--- src/rtl/bcd_pkg.sv ---
// bcd_pkg: shared constants, state encoding and digit check for the BCD-to-binary converter
package bcd_pkg;

    localparam int          BCD_DIGITS     = 6;
    localparam logic [23:0] BCD_MAX        = 24'd999999;
    localparam int          SHIFTS_DEFAULT = 20;

    typedef enum logic {
        ST_IDLE  = 1'b0,
        ST_SHIFT = 1'b1
    } state_t;

    function automatic logic digits_valid(input logic [4*BCD_DIGITS-1:0] d);
        digits_valid = 1'b1;
        for (int i = 0; i < BCD_DIGITS; i++)
            if (d[4*i +: 4] > 4'd9) digits_valid = 1'b0;
    endfunction

endpackage

--- src/rtl/bcd_nib_sub3.sv ---
// bcd_nib_sub3: reverse double-dabble nibble correction, subtract 3 when the nibble is 8 or more
module bcd_nib_sub3 (
    input  logic [3:0] nib_i,
    output logic [3:0] nib_o
);

    assign nib_o = (nib_i >= 4'd8) ? nib_i - 4'd3 : nib_i;

endmodule

--- src/rtl/bcd2bin_seq.sv ---
// bcd2bin_seq: six-digit BCD to binary converter, one reverse double-dabble iteration per clock
module bcd2bin_seq
    import bcd_pkg::*;
#(
    parameter int BIN_W  = 24,
    parameter int SHIFTS = SHIFTS_DEFAULT
) (
    input  logic             clk,
    input  logic             rst,
    input  logic             start,
    input  logic [3:0]       sgZ0,
    input  logic [3:0]       sgZ1,
    input  logic [3:0]       sgZ2,
    input  logic [3:0]       sgZ3,
    input  logic [3:0]       sgZ4,
    input  logic [3:0]       sgZ5,
    output logic             busy,
    output logic             done,
    output logic             err,
    output logic [BIN_W-1:0] binary
);

    localparam int DW = 4*BCD_DIGITS;
    localparam int WW = DW + SHIFTS;
    localparam int CW = $clog2(SHIFTS);

    state_t             state_q, state_d;
    logic [WW-1:0]      w_q, w_d, w_sh, w_fix;
    logic [CW-1:0]      cnt_q, cnt_d;
    logic               done_q, done_d, err_q, err_d;
    logic [BIN_W-1:0]   bin_q, bin_d;
    logic [DW-1:0]      digits;

    assign digits = {sgZ5, sgZ4, sgZ3, sgZ2, sgZ1, sgZ0};
    assign w_sh   = w_q >> 1;
    assign w_fix[SHIFTS-1:0] = w_sh[SHIFTS-1:0];

    for (genvar g = 0; g < BCD_DIGITS; g++) begin : g_nib
        bcd_nib_sub3 u_sub3 (
            .nib_i(w_sh[SHIFTS+4*g +: 4]),
            .nib_o(w_fix[SHIFTS+4*g +: 4])
        );
    end

    // Next-state: accept/validate a request in IDLE, iterate and publish the result in SHIFT
    always_comb begin
        state_d = state_q;
        w_d     = w_q;
        cnt_d   = cnt_q;
        done_d  = 1'b0;
        err_d   = err_q;
        bin_d   = bin_q;
        if (state_q == ST_IDLE) begin
            if (start && !digits_valid(digits)) begin
                done_d = 1'b1;
                err_d  = 1'b1;
                bin_d  = '0;
            end else if (start) begin
                w_d     = {digits, {SHIFTS{1'b0}}};
                cnt_d   = '0;
                err_d   = 1'b0;
                state_d = ST_SHIFT;
            end
        end else begin
            w_d   = w_fix;
            cnt_d = cnt_q + 1'b1;
            if (cnt_q == CW'(SHIFTS-1)) begin
                bin_d   = BIN_W'(w_fix[SHIFTS-1:0]);
                done_d  = 1'b1;
                state_d = ST_IDLE;
            end
        end
    end

    // State register; reset aborts any conversion in flight
    always_ff @(posedge clk or posedge rst) begin
        if (rst) begin
            state_q <= ST_IDLE;
            w_q     <= '0;
            cnt_q   <= '0;
            done_q  <= 1'b0;
            err_q   <= 1'b0;
            bin_q   <= '0;
        end else begin
            state_q <= state_d;
            w_q     <= w_d;
            cnt_q   <= cnt_d;
            done_q  <= done_d;
            err_q   <= err_d;
            bin_q   <= bin_d;
        end
    end

    assign busy   = (state_q == ST_SHIFT);
    assign done   = done_q;
    assign err    = err_q;
    assign binary = bin_q;

endmodule

--- config.mk ---
export PLATFORM = sky130hd
export DESIGN_NAME = bcd2bin_seq
export DESIGN_NICKNAME = d
export VERILOG_FILES = /design/src/rtl/bcd_pkg.sv /design/src/rtl/bcd_nib_sub3.sv /design/src/rtl/bcd2bin_seq.sv
export SDC_FILE = /design/constraint.sdc
export NUM_CORES = 1
export LEC_CHECK = 0
export CAP_MARGIN = 30
export CELL_PAD_IN_SITES_DETAIL_PLACEMENT = 1
export CELL_PAD_IN_SITES_GLOBAL_PLACEMENT = 1
export CORE_MARGIN = 2
export CORE_UTILIZATION = 35
export DETAILED_ROUTE_END_ITERATION = 8
export DONT_BUFFER_PORTS = 1
export PLACE_DENSITY = 0.6
export SLEW_MARGIN = 20
export SYNTH_ARGS = -nofsm -noshare
export SYNTH_HDL_FRONTEND = slang
export SYNTH_SLANG_ARGS = --single-unit
export TNS_END_PERCENT = 5
--- constraint.sdc ---
create_clock -name clk -period 2.48 [get_ports clk]
set_input_delay 0.248 -clock clk [delete_from_list [all_inputs] [get_ports clk]]
set_output_delay 0.248 -clock clk [all_outputs]
set_load 0.05 [all_outputs]
==> impl_metrics.csv <==
group,metric,value,unit
clock_network,numCtsBuffers,9,
power_and_ir_drop,power.leakage,0.00165,µW
clock_network,h-tree-depth,3,
drt,wl_per_cell,17.1,µm
logic_synthesis,ys_types,40,
sta,fin_crit_sh,0.698,
clock_network,clkTransAtPathRegs,0.08,ns
layout,layout_common_cells,"o21ai_0, dfrtp_1, nand2_1",
logic_synthesis,synth-main-ff-cell,"dfrtp_1",
clock_network,cts_buffer_depth,2,
logic_synthesis,yosys.area.top_type,"dfrtp_1",
logic_synthesis,yosysSeqAreaShare,0.508,
logic_synthesis,synth_edf_count,0,
sta,slew_viol_final,0,
global_routing,grt_max_degree,34,
drt,wl,8600,µm
placed_design,dp_hpwl,5870,µm
layout,syn_to_final_growth,9.55,%
sta,tightest_slew,0.717,ns
setup_path,path_max_fanout,21,
global_routing,grt_pass1_vias,2837,
setup_path,path_class,"flip-flop to flip-flop",
logic_synthesis,syn_area,3500,µm²
drt,drc_errors,0,
clock_network,cts_tree,"done",
global_routing,grt_overflow,0,
floorplanning,fp.dieW,104,µm
global_routing,grt_pass1_wl,14600,µm
clock_network,clkLatencyLatePin,0.35,ns
power_and_ir_drop,power_density,1180,nW/µm²
logic_synthesis,async_flop_share,1.00,
sta,tns,0,ns
setup_path,cp_data_required_time,2.70,ns
power_and_ir_drop,ir_worst_vdd,0.334,mV
floorplanning,num_io_pins,54,
clock_network,cts_sinks,71,
floorplanning,rows,36,
clock_network,ctsResizeCount,0,
layout,nets,405,
global_routing,track_usage,0.168,
setup_path,cp-start-kind,"flip-flop",
drt,dr.first_iter.drc_count,89,
flow_run,drv_cap,0,
layout,n_antenna_cell,0,
setup_path,worst_setup_path_end_kind,"flip-flop",
sta,clock_skew,0.0161,ns
sta,slew_headroom,0.521,
drt,vias,2656,
floorplanning,die_y,104,µm
hold_path,hold_path_class,"input port to flip-flop",
floorplanning,coreArea,9730,µm²
setup_path,cp_data_arrival_time,1.95,ns
sta,rsz0062_at_grt,"no",
layout,final_common_cell,"o21ai_0",
placed_design,placed_cells,488,
sta,fin_crit,1.73,ns
logic_synthesis,avgSynthCellArea,9.50,µm²
sta,fmax,0.578,GHz
placed_design,gp_congestion,0.771,
clock_network,cts-hold-fix-buffers,1,
drt,drt_first_pass_iters,4,
logic_synthesis,yosysTopAreaCellShare,0.508,
logic_synthesis,synth_cells,368,
floorplanning,die-area,10800,µm²
layout,drive_gt1_frac,0.105,
sta,finalHoldViolCount,0,
power_and_ir_drop,p_total,4530,µW
logic_synthesis,ys_warn_count,0,
logic_synthesis,synth.ff_latch_count,71,
clock_network,root_buffer,"clkbuf_8",
logic_synthesis,yosys-top-cells-area,"dfrtp_1, o21ai_0, nand2_1",
sta,setup_viol,0,
drt,via_per_inst,5.27,
global_routing,antenna_found_initial,0,
outcome,outcome,"finished, final reports clean",
layout,finalNonFillerCells,504,
drt,postRouteAntennaNets,0,
clock_network,post-cts-setup-buffers,0,
placed_design,portBuffers,0,
floorplanning,start_util,0.359,
## per-stage QoR
step	hold slack, ns	utilization	setup slack [ns]	cell area [µm²]
floorplan	0.381	-	0.435	3510
global placement	0.285	0.373	0.510	3620
detailed placement	0.300	0.373	0.518	3620
CTS	0.0291	0.394	0.735	3830
global route	0.0158	0.394	0.582	3830
finish	0.0402	0.394	0.750	3830
## layer usage
layer  track usage  up-vias  routed length [µm]
met2         0.266       49                3960
met1         0.227     1324                4150
li1              -     1275                   -
met4        0.0521        0                 102
met3        0.0439        8                 389
met5             0        -                   0
## Yosys cell counts, types with 2 or more instances
library cell	n
o21ai_1	6
nand2_1	67
inv_1	14
a31o_2	3
dfrtp_1	71
or2_2	2
and2_1	6
or4_1	2
buf_2	5
a21oi_1	8
nor2_1	4
clkbuf_1	16
and4_1	2
a31oi_1	3
a21boi_0	2
nand3_1	4
o31ai_1	3
or3_1	2
a221o_1	11
o21ai_0	71
ha_1	11
buf_4	7
nand4_1	4
o311a_1	2
o21ai_2	2
a22o_1	2
mux2i_1	5
o211ai_1	5
a22oi_1	2
xnor2_1	6
xor2_1	4
nor3_1	3
nand2b_1	6
## power breakdown
| part | total (µW) | leakage (µW) | switching (µW) | internal, µW |
|---|---|---|---|---|
| registers | 2070 | 0.000923 | 535 | 1540 |
| logic | 1510 | 0.000627 | 842 | 668 |
| clock network | 948 | 0.0000944 | 461 | 487 |
| total | 4530 | 0.00165 | 1840 | 2690 |
## flip-flops by register name, indices dropped and copies added, names as in the netlist
name and cells:
done 1, w_q 43, binary 20, cnt_q 5, busy 1, err 1
## kinds of logic (layout without fill, tap and decap cells)
family | count (synthesis) | in the layout | share of synthesized area
DFF | 71 | 71 | 0.508
buffers and inverters | 43 | 43 | 0.0576
adders and majority gates | 11 | 11 | 0.0394
and+or+nand+nor | 104 | 104 | 0.138
xor gates and xnor gates | 10 | 10 | 0.0250
muxes | 5 | 5 | 0.0143
AOI/OAI and AO/OA | 123 | 123 | 0.217
other | 1 | 4 | 0.00107
## critical path, cell delays in order, from the launching register on
cell and delay, ns:
dfrtp_2 0.60, nand4_1 0.48, buf_4 0.36, nand2_1 0.08, o21ai_0 0.08
## layout make-up
| class | count | area [µm²] |
|---|---|---|
| clock buffer | 10 | 138 |
| clock inverter | 5 | 58.8 |
| fill | 1144 | 5900 |
| inverter | 14 | 52.6 |
| multi-input combinational | 257 | 1530 |
| sequential | 71 | 1780 |
| tap | 133 | 166 |
| timing repair buffer | 14 | 108 |
## path summary, 6_finish.rpt
| kind | startpoint | end | slack [ns] | depth (start not counted) |
|---|---|---|---|---|
| min in group asynchronous | rst | binary[3] | 0.48 | 2 |
| max in group asynchronous | rst | w_q[37] | 1.23 | 3 |
| min | sgZ2[0] | w_q[28] | 0.04 | 1 |
| max reg2reg | busy | binary[15] | 0.75 | 4 |
| min reg2reg | w_q[1] | binary[0] | 0.49 | 2 |
| max | busy | binary[15] | 0.75 | 4 |
No activity file was read; power rests on OpenSTA's default activity.
